===== config.mk =====
export PLATFORM = sky130hd
export DESIGN_NAME = muldiv_unit
export DESIGN_NICKNAME = d
export VERILOG_FILES = /design/src/rtl/muldiv_pkg.sv /design/src/rtl/muldiv_step.sv /design/src/rtl/muldiv_unit.sv
export SDC_FILE = /design/constraint.sdc
export NUM_CORES = 1
export LEC_CHECK = 0
export BUFFER_PORTS_ARGS = -buffer_cell sky130_fd_sc_hd__clkbuf_2
export CORE_ASPECT_RATIO = 1.2
export CORE_UTILIZATION = 62
export CTS_BUF_LIST = sky130_fd_sc_hd__clkbuf_4 sky130_fd_sc_hd__clkbuf_8 sky130_fd_sc_hd__clkbuf_16
export DETAILED_ROUTE_END_ITERATION = 12
export HOLD_SLACK_MARGIN = 0.08
export PLACE_DENSITY_LB_ADDON = 0.3
export SETUP_SLACK_MARGIN = 0.3
export SYNTH_ARGS = -nofsm -noshare
export SYNTH_HDL_FRONTEND = slang
export SYNTH_SLANG_ARGS = --single-unit

===== constraint.sdc =====
create_clock -name clk -period 3.9 [get_ports clk]
set_input_delay 0.78 -clock clk [delete_from_list [all_inputs] [get_ports clk]]
set_output_delay 0.78 -clock clk [all_outputs]
set_load 0.05 [all_outputs]

===== src/rtl/muldiv_pkg.sv =====
// Shared constants and enumerations for the iterative multiply/divide unit.
// Opcode values match the encoding driven on the op bus by the controller.
package muldiv_pkg;

   localparam int unsigned MULDIV_WIDTH = 32;

   typedef enum logic [2:0] {
      OP_MULT  = 3'b000,
      OP_MULTU = 3'b001,
      OP_DIV   = 3'b010,
      OP_DIVU  = 3'b011,
      OP_MTHI  = 3'b100,
      OP_MTLO  = 3'b101
   } op_e;

   typedef enum logic [1:0] {
      S_IDLE = 2'b00,
      S_CALC = 2'b01,
      S_FIX  = 2'b10
   } state_e;

endpackage


===== src/rtl/muldiv_step.sv =====
// One iteration of the shared datapath: a shift-add multiply step or a
// restoring divide step, both working on unsigned magnitudes.
module muldiv_step #(
   parameter int unsigned WIDTH = 32
) (
   input  logic             i_mode_div,
   input  logic [WIDTH-1:0] i_acc,
   input  logic [WIDTH-1:0] i_shreg,
   input  logic [WIDTH-1:0] i_operand,
   output logic [WIDTH-1:0] o_acc,
   output logic [WIDTH-1:0] o_shreg
);

   logic [WIDTH:0]   w_sum;
   logic [WIDTH:0]   w_add;
   logic [WIDTH:0]   w_shifted;
   logic [WIDTH-1:0] w_diff;
   logic             w_ge;

   // Multiply: {acc,shreg} is the running product; shreg[0] is the next multiplier bit.
   assign w_sum     = {1'b0, i_acc} + {1'b0, i_operand};
   assign w_add     = i_shreg[0] ? w_sum : {1'b0, i_acc};

   // Divide: acc is the partial remainder, shreg shifts the dividend out and quotient in.
   assign w_shifted = {i_acc, i_shreg[WIDTH-1]};
   assign w_ge      = (w_shifted >= {1'b0, i_operand});
   assign w_diff    = w_shifted[WIDTH-1:0] - i_operand;

   always_comb begin
      o_acc   = w_add[WIDTH:1];
      o_shreg = {w_add[0], i_shreg[WIDTH-1:1]};
      if (i_mode_div) begin
         o_acc   = w_ge ? w_diff : w_shifted[WIDTH-1:0];
         o_shreg = {i_shreg[WIDTH-2:0], w_ge};
      end
   end

endmodule


===== src/rtl/muldiv_unit.sv =====
// Multi-cycle multiply/divide unit owning HI/LO: WIDTH unsigned iterations on
// operand magnitudes, then one fix-up cycle applying signs and writing HI/LO.
module muldiv_unit
   import muldiv_pkg::*;
#(
   parameter int unsigned WIDTH = MULDIV_WIDTH
) (
   input  logic             clk,
   input  logic             reset,
   input  logic             start,
   input  logic [2:0]       op,
   input  logic [WIDTH-1:0] a,
   input  logic [WIDTH-1:0] b,
   output logic             busy,
   output logic             done,
   output logic [WIDTH-1:0] hi,
   output logic [WIDTH-1:0] lo
);

   localparam int unsigned      CNT_W    = $clog2(WIDTH);
   localparam logic [CNT_W-1:0] CNT_LAST = CNT_W'(WIDTH - 1);

   state_e             r_state,   w_state_next;
   logic [CNT_W-1:0]   r_cnt,     w_cnt_next;
   logic [WIDTH-1:0]   r_acc,     w_acc_next;
   logic [WIDTH-1:0]   r_shreg,   w_shreg_next;
   logic [WIDTH-1:0]   r_operand, w_operand_next;
   logic [WIDTH-1:0]   r_hi,      w_hi_next;
   logic [WIDTH-1:0]   r_lo,      w_lo_next;
   logic               r_is_div,  w_is_div_next;
   logic               r_neg_res, w_neg_res_next;
   logic               r_neg_rem, w_neg_rem_next;
   logic               r_dz,      w_dz_next;
   logic               r_busy,    w_busy_next;
   logic               r_done,    w_done_next;

   logic               w_signed;
   logic               w_a_neg;
   logic               w_b_neg;
   logic [WIDTH-1:0]   w_a_mag;
   logic [WIDTH-1:0]   w_b_mag;
   logic [WIDTH-1:0]   w_step_acc;
   logic [WIDTH-1:0]   w_step_shreg;
   logic [2*WIDTH-1:0] w_prod;
   logic [2*WIDTH-1:0] w_prod_neg;
   logic [WIDTH-1:0]   w_quot_neg;
   logic [WIDTH-1:0]   w_rem_neg;

   // Only MULT/DIV (op[0]=0, op[2]=0) treat operands as two's complement.
   assign w_signed = ~op[0] & ~op[2];
   assign w_a_neg  = w_signed & a[WIDTH-1];
   assign w_b_neg  = w_signed & b[WIDTH-1];
   assign w_a_mag  = w_a_neg ? (~a + 1'b1) : a;
   assign w_b_mag  = w_b_neg ? (~b + 1'b1) : b;

   assign w_prod     = {r_acc, r_shreg};
   assign w_prod_neg = ~w_prod + 1'b1;
   assign w_quot_neg = ~r_shreg + 1'b1;
   assign w_rem_neg  = ~r_acc + 1'b1;

   muldiv_step #(
      .WIDTH      (WIDTH)
   ) u_step (
      .i_mode_div (r_is_div),
      .i_acc      (r_acc),
      .i_shreg    (r_shreg),
      .i_operand  (r_operand),
      .o_acc      (w_step_acc),
      .o_shreg    (w_step_shreg)
   );

   always_ff @(posedge clk) begin
      if (reset) begin
         r_state   <= S_IDLE;
         r_cnt     <= '0;
         r_acc     <= '0;
         r_shreg   <= '0;
         r_operand <= '0;
         r_hi      <= '0;
         r_lo      <= '0;
         r_is_div  <= 1'b0;
         r_neg_res <= 1'b0;
         r_neg_rem <= 1'b0;
         r_dz      <= 1'b0;
         r_busy    <= 1'b0;
         r_done    <= 1'b0;
      end else begin
         r_state   <= w_state_next;
         r_cnt     <= w_cnt_next;
         r_acc     <= w_acc_next;
         r_shreg   <= w_shreg_next;
         r_operand <= w_operand_next;
         r_hi      <= w_hi_next;
         r_lo      <= w_lo_next;
         r_is_div  <= w_is_div_next;
         r_neg_res <= w_neg_res_next;
         r_neg_rem <= w_neg_rem_next;
         r_dz      <= w_dz_next;
         r_busy    <= w_busy_next;
         r_done    <= w_done_next;
      end
   end

   always_comb begin
      w_state_next   = r_state;
      w_cnt_next     = r_cnt;
      w_acc_next     = r_acc;
      w_shreg_next   = r_shreg;
      w_operand_next = r_operand;
      w_hi_next      = r_hi;
      w_lo_next      = r_lo;
      w_is_div_next  = r_is_div;
      w_neg_res_next = r_neg_res;
      w_neg_rem_next = r_neg_rem;
      w_dz_next      = r_dz;
      w_done_next    = 1'b0;

      case (r_state)
         S_IDLE: begin
            if (start) begin
               case (op)
                  OP_MTHI: w_hi_next = a;
                  OP_MTLO: w_lo_next = a;
                  OP_MULT, OP_MULTU, OP_DIV, OP_DIVU: begin
                     w_is_div_next  = op[1];
                     w_neg_res_next = w_a_neg ^ w_b_neg;
                     w_neg_rem_next = w_a_neg;
                     w_dz_next      = (b == '0);
                     w_acc_next     = '0;
                     // Multiply shifts the multiplier out of shreg; divide shifts the dividend.
                     w_shreg_next   = op[1] ? w_a_mag : w_b_mag;
                     w_operand_next = op[1] ? w_b_mag : w_a_mag;
                     w_cnt_next     = '0;
                     w_state_next   = S_CALC;
                  end
                  default: ;
               endcase
            end
         end
         S_CALC: begin
            w_acc_next   = w_step_acc;
            w_shreg_next = w_step_shreg;
            w_cnt_next   = r_cnt + 1'b1;
            if (r_cnt == CNT_LAST) begin
               w_state_next = S_FIX;
            end
         end
         S_FIX: begin
            if (r_is_div) begin
               // Divide by zero leaves the remainder equal to |a|, which re-signs back to a.
               w_lo_next = r_dz ? '1 : (r_neg_res ? w_quot_neg : r_shreg);
               w_hi_next = r_neg_rem ? w_rem_neg : r_acc;
            end else begin
               {w_hi_next, w_lo_next} = r_neg_res ? w_prod_neg : w_prod;
            end
            w_done_next  = 1'b1;
            w_state_next = S_IDLE;
         end
         default: w_state_next = S_IDLE;
      endcase

      w_busy_next = (w_state_next != S_IDLE);
   end

   assign busy = r_busy;
   assign done = r_done;
   assign hi   = r_hi;
   assign lo   = r_lo;

endmodule


# Yosys cells after proc, flatten, opt, wreduce, memory -nomap -nowiden
# Index checks and enable logic that the tools add are counted.
# W data, S select, Z words.
[totals] regBits=173 latch_bits=0 mem_bits_rw=0 mem_bits_ro=0 inputBits=70 output_inout_bits=66 wordCells=90 memories=0
[op_classes] addsub=8 n_mul=0 n_div=0 magnitude_cmp=1 eq_ne=12 shifts=0 muxes=34 bitwise_logic=11 n_reduce_logical=11
[ops] operator="$mux W32" count=20
[ops] operator="$pmux W32 S2" count=4
[ops] operator="$add A32 B1 Y32 const B" count=4
[ops] operator="$not A32 Y32" count=4
[ops] operator="$add A64 B1 Y64 const B" count=1
[ops] operator="$mux W64" count=1
[ops] operator="$not A64 Y64" count=1
[ops] operator="$add A32 B32 Y33" count=1
[ops] operator="$ge A33 B32 Y1" count=1
[ops] operator="$mux W33" count=1
[ops] operator="$logic_not A32 Y1" count=1
[ops] operator="$sub A32 B32 Y32" count=1
[ops] operator="$reduce_and A3 Y1" count=4
[ops] operator="$mux W5" count=2
[ops] operator="$pmux W5 S2" count=1
[ops] operator="$eq A3 B2 Y1 const B" count=2
[ops] operator="$eq A3 B3 Y1 const B" count=2
[ops] operator="$mux W2" count=3
[ops] operator="$ne A2 B1 Y1 const B" count=3
[ops] operator="$reduce_bool A2 Y1" count=3
[ops] operator="$add A5 B1 Y5 const B" count=1
[ops] operator="$eq A5 B5 Y1 const B" count=1
[ops] operator="$pmux W2 S2" count=1
[ops] operator="$reduce_or A4 Y1" count=1
[ops] operator="other kinds (10)" count=13

# Longest topological paths before layout
[logic_depth] ltp_word=8 depth_mapped=14 depth_no_buf=13

# By module
# A second synthesis with hierarchy kept.
[hier_totals] hier_cells=2078 area_unflattened_um2=15577.4
[modules_own_cells] mod="muldiv_unit" instances=1 cells_each=1365 area_each_um2=10679.0 seq_area_each_um2=3463.3
[modules_own_cells] mod="muldiv_step" instances=1 cells_each=713 area_each_um2=4898.4 seq_area_each_um2=0.0

# Worst setup path after synthesis
# OpenSTA, ideal clock, no wires.
[synth_timing] kind="input -> register" startpoint="in a[0]" endpoint="reg r_shreg[22]" setup_time_ns=0.128 arrival_ns=2.932 t_required_ns=3.772 setup_slack_ns=0.841 path_stages=11 n_path_buf=0 cell_sequence="inv_1 -> ha_1 -> or3b_2 -> nand4bb_1 -> nor4_1 -> nor2_1 -> xor2_1 -> nand2_1 -> o21ai_0 -> a221oi_1 -> nor2_1"
[synth_via] elab_chain_cells=7
[synth_rtl] item="start, declared" line="muldiv_unit.sv:12" text="input logic [WIDTH-1:0] a,"
[synth_rtl] item="$not A32 Y32" line="muldiv_unit.sv:53" text="assign w_a_mag = w_a_neg ? (~a + 1'b1) : a;"
[synth_rtl] item="$add A32 B1 Y32" line="muldiv_unit.sv:53"
[synth_rtl] item="$mux W32" line="muldiv_unit.sv:53"
[synth_rtl] item="$mux W32" line="muldiv_unit.sv:131" text="w_shreg_next = op[1] ? w_a_mag : w_b_mag;"
[synth_rtl] item="$mux W32" line="muldiv_unit.sv:121" text="case (op)"
[synth_rtl] item="$mux W32" line="muldiv_unit.sv:120" text="if (start) begin"
[synth_rtl] item="$pmux W32 S2" line="muldiv_unit.sv:118" text="case (r_state)"
[synth_rtl] item="end signal, assigned" line="muldiv_unit.sv:91" text="r_shreg <= w_shreg_next;"
[synth_rtl] item="end, declared" line="muldiv_unit.sv:26" text="logic [WIDTH-1:0] r_shreg, w_shreg_next;"
# No other way between the ends. The select of a mux whose other input is x is not followed.
# A chain may end at the register's enable or synchronous reset.

# Final worst setup path
[layout_timing] startpoint="reg r_acc[6]" endpoint="reg r_acc[31]"
[layout_via] elab_chain_cells=4 word_cells_on_any_way=7 classes_between="add/sub (2); order compare (1); mux (4)"
[layout_rtl] item="start, declared" line="muldiv_unit.sv:25" text="logic [WIDTH-1:0] r_acc, w_acc_next;"
[layout_rtl] item="start signal, assigned" line="muldiv_unit.sv:90" text="r_acc <= w_acc_next;"
[layout_rtl] item="$add A32 B32 Y33, or another cell as far along" line="muldiv_step.sv:21" text="assign w_sum = {1'b0, i_acc} + {1'b0, i_operand};"
[layout_rtl] item="$mux W33 or $mux W32 (tied branches)" line="muldiv_step.sv:22, muldiv_step.sv:33"
[layout_rtl] item="$mux W32 (*)" line="muldiv_step.sv:32" text="if (i_mode_div) begin"
[layout_rtl] item="$pmux W32 S2 (*)" line="muldiv_unit.sv:118"
# Every way passes the cells marked *; elsewhere a longest branch is shown, timed or not.

==> impl_metrics.csv <==
group,metric,value,unit
clock_tree,clkTransAtPathRegs,0.07,ns
clock_tree,clock_latency,0.46,ns
critical_path,slowest_delay,0.70,ns
sta,final_hold_viol_count,0,
sta,setup_ws,0.3875,ns
detailed_routing,viasPerCell,6.808,
power,cellInternalPower,3.493,mW
placed_design,dp_hpwl,42.78,mm
critical_path,start_kind,"register",
yosys,yosysMostFrequentCell,"nor2_1",
placed_design,dp_slack,0.3073,ns
yosys,synth_area_leader_cell,"dfxtp_1",
layout,antennaDiodeCount,0,
yosys,netlist_top_cells_count,"nor2_1, dfxtp_1, nand2_1, a21oi_1, mux2i_1",
yosys,syn_area_per_cell,7.523,um2
clock_tree,numClockSinks,173,
global_route,antenna_found_initial,1,
layout,drive_gt1_share,14.18,%
sta,fmax,284.7,MHz
power,p_comb_share,34.5,%
detailed_routing,drc_errors,0,
critical_path,path_cells,"ha_1, a2111oi_1, a211oi_2, o21a_2, o41a_1, a31oi_1, o21ai_0, a211oi_1, o211ai_1",
die,io_pins,136,
power,pwr-share-seq,34.7,%
layout,fin_nets,2217,
sta,setup_viol,0,
yosys,synth_edf_count,0,
die,floorplan.die.width,143.8,um
placed_design,port_buffers,135,
power,clock_power_share,30.8,%
power,power_switching,2.241,mW
die,rows,61,
clock_tree,cts_htree_levels,4,
sta,fin_skew,0.01222,ns
power,pwr_density_cell,343.9,nW/um2
power,switching_share,39.08,%
critical_path,crit_arrival,3.85,ns
layout,area_growth,11.42,%
die,core_area,23430,um2
critical_path,cp_max_fo,8,
yosys,yosysSeqAreaShare,23.15,%
yosys,netlist_instances,1989,
placed_design,placed_area,16080,um2
power,leakagePower,6.796,nW
power,irDropWorstVdd,326.0,uV
global_route,grt_pass1_wl,85.46,mm
global_route,grt.total_usage,46.20,%
placed_design,place_inst,2371,
detailed_routing,drt_iter0_drc,1790,
worst_hold_path,holdCritPathClass,"reg2reg",
clock_tree,cts_buffers,17,
sta,period_share,90.06,%
sta,rsz0062_at_grt,"false",
sta,min_period,3.513,ns
yosys,async_flop_share,0,%
die,die_h,172.2,um
global_route,grt_pass1_vias,14930,
clock_tree,cts_setup_buffers,0,
placed_design,gp_congestion,1.059,
clock_tree,cts_tree,"built",
sta,final.setup.tns,0,ns
run_status,status,"finished, final reports clean",
die,die-area,24760,um2
sta,maxSlewHeadroom,31.67,%
detailed_routing,antenna_left,0,
global_route,grt_start_max_net_pins,68,
layout,fin_cells,2403,
critical_path,crit_required,4.24,ns
yosys,yosys-top-cells-area,"dfxtp_1, mux2i_1, ha_1, nor2_1, a21oi_1",
detailed_routing,dr.pass1.iters,6,
global_route,grt.overflow.total,0,
yosys,synth_top_area_share,23.15,%
yosys,synth_nets,2131,
die,start_util,63.86,%
yosys,synth.distinct_cells,86,
yosys,synth_area,14960,um2
detailed_routing,wirelength,57.30,mm
yosys,yosysWarnings,0,
critical_path,cp-end-kind,"register",
sta,worstMarginPinSlew,1.025,ns
yosys,yosys_most_used_dff,"dfxtp_1",
clock_tree,clockRootBuffer,"clkbuf_16",
sta,slew_viol_final,0,
flow_run,maxCapViolCount,0,
detailed_routing,vias,16360,
yosys,yosys_register_bits,173,
critical_path,crit_path_top_delay_cell,"a2111oi_1",
layout,fin_area,16670,um2
critical_path,crit_type,"reg2reg",
detailed_routing,wl_per_cell,23.84,um
clock_tree,clock_path_buffers,2,
[logic make-up after synthesis]
logic type	count (synthesis)	share of synthesized area (%)
fa+ha+maj	72	6.121
compound gates	581	25.91
flops	173	23.15
mux	130	8.738
simple gates	661	21.00
buf+inv	206	5.377
xor+xnor	166	9.717
[placed cells by master (no fill, tap or decap), types with 25 or more instances in the layout]
cell,netlist,final
a211oi_1,48,47
dfxtp_1,173,170
inv_1,61,61
xor2_1,89,89
nand3_1,40,40
buf_4,3,76
nor2_1,227,223
o211ai_1,25,25
nor3_1,59,59
o21ai_0,105,105
a21o_1,31,31
ha_1,70,70
mux2i_1,125,125
a221oi_1,31,31
xnor2_1,77,77
clkbuf_2,1,134
a21oi_1,158,157
nand2_1,168,168
[registers in the layout (all words and copies together) (netlist names), 2 cells and up]
register   count
hi            32
lo            32
r_acc         32
r_cnt          5
r_operand     32
r_shreg       32
r_state        2
[worst max-delay path, delay by kind of cell (launching register included)]
family | cells | cell delay, ns
AOI/OAI and AO/OA | 8 | 2.57
adders and majority gates | 1 | 0.34
DFF | 1 | 0.47
[metrics by stage]
step / hold slack (ns) / power [mW] / util, %
6_report: 0.4733 / 5.734 / 71.15
5_1_grt: 0.4876 / 5.922 / 71.15
4_1_cts: 0.4678 / 5.654 / 71.11
3_5_place_dp: 0.4560 / 3.919 / 68.62
3_3_place_gp: 0.4418 / 3.894 / 68.62
2_1_floorplan: 0.4395 / 3.313 / -
[power groups by stage]
| stage | Clock (mW) | Combinational [mW] | Sequential [mW] |
|---|---|---|---|
| 3_3_place_gp | 0 | 1.88 | 2.02 |
| 3_5_place_dp | 0 | 1.90 | 2.02 |
| 6_report | 1.76 | 1.98 | 1.99 |
| 5_1_grt | 1.82 | 2.10 | 2.00 |
| 4_1_cts | 1.76 | 1.92 | 1.98 |
| 2_1_floorplan | 0 | 1.29 | 2.02 |
[final cells by class]
| cell class | instances | area (um2) |
|---|---|---|
| sequential | 173 | 3470 |
| timing repair buffer | 211 | 1261 |
| tap | 315 | 394.1 |
| clock inverter | 14 | 145.1 |
| clock buffer | 18 | 432.9 |
| inverter | 62 | 232.7 |
| fill | 1959 | 6759 |
| multi-input combinational | 1610 | 10740 |
[path summary, 6_finish.rpt]
kind              slack (ns)             startpoint  depth (start not counted)                      to
setup / recovery        0.39  r_acc[6]$_SDFFE_PP0P_                          9  r_acc[31]$_SDFFE_PP0P_
hold / removal          0.47     hi[0]$_SDFFE_PP0P_                          2      hi[0]$_SDFFE_PP0P_
setup reg to reg        0.39  r_acc[6]$_SDFFE_PP0P_                          9  r_acc[31]$_SDFFE_PP0P_
hold reg to reg         0.47     hi[0]$_SDFFE_PP0P_                          2      hi[0]$_SDFFE_PP0P_
[metal layers]
layer  track usage [%]  vias to the layer above  share of wire [%]
met4             37.47                        0                9.2
met1             53.94                     7642                 37
met2             72.96                     1027                 44
met3             9.886                      268                9.8
met5                 0                        -                  0
li1                  -                     7423                  -
[repair_timing]
item / 4_1_cts / 5_1_grt
gates cloned: 0 / 0
hold buffers: 0 / 0
endpoints found under the setup margin: 1 / 6
hold endpoints to repair: 0 / 0
gates resized for setup: 1 / 5
Note: power is estimated with default switching activity, not from simulation.
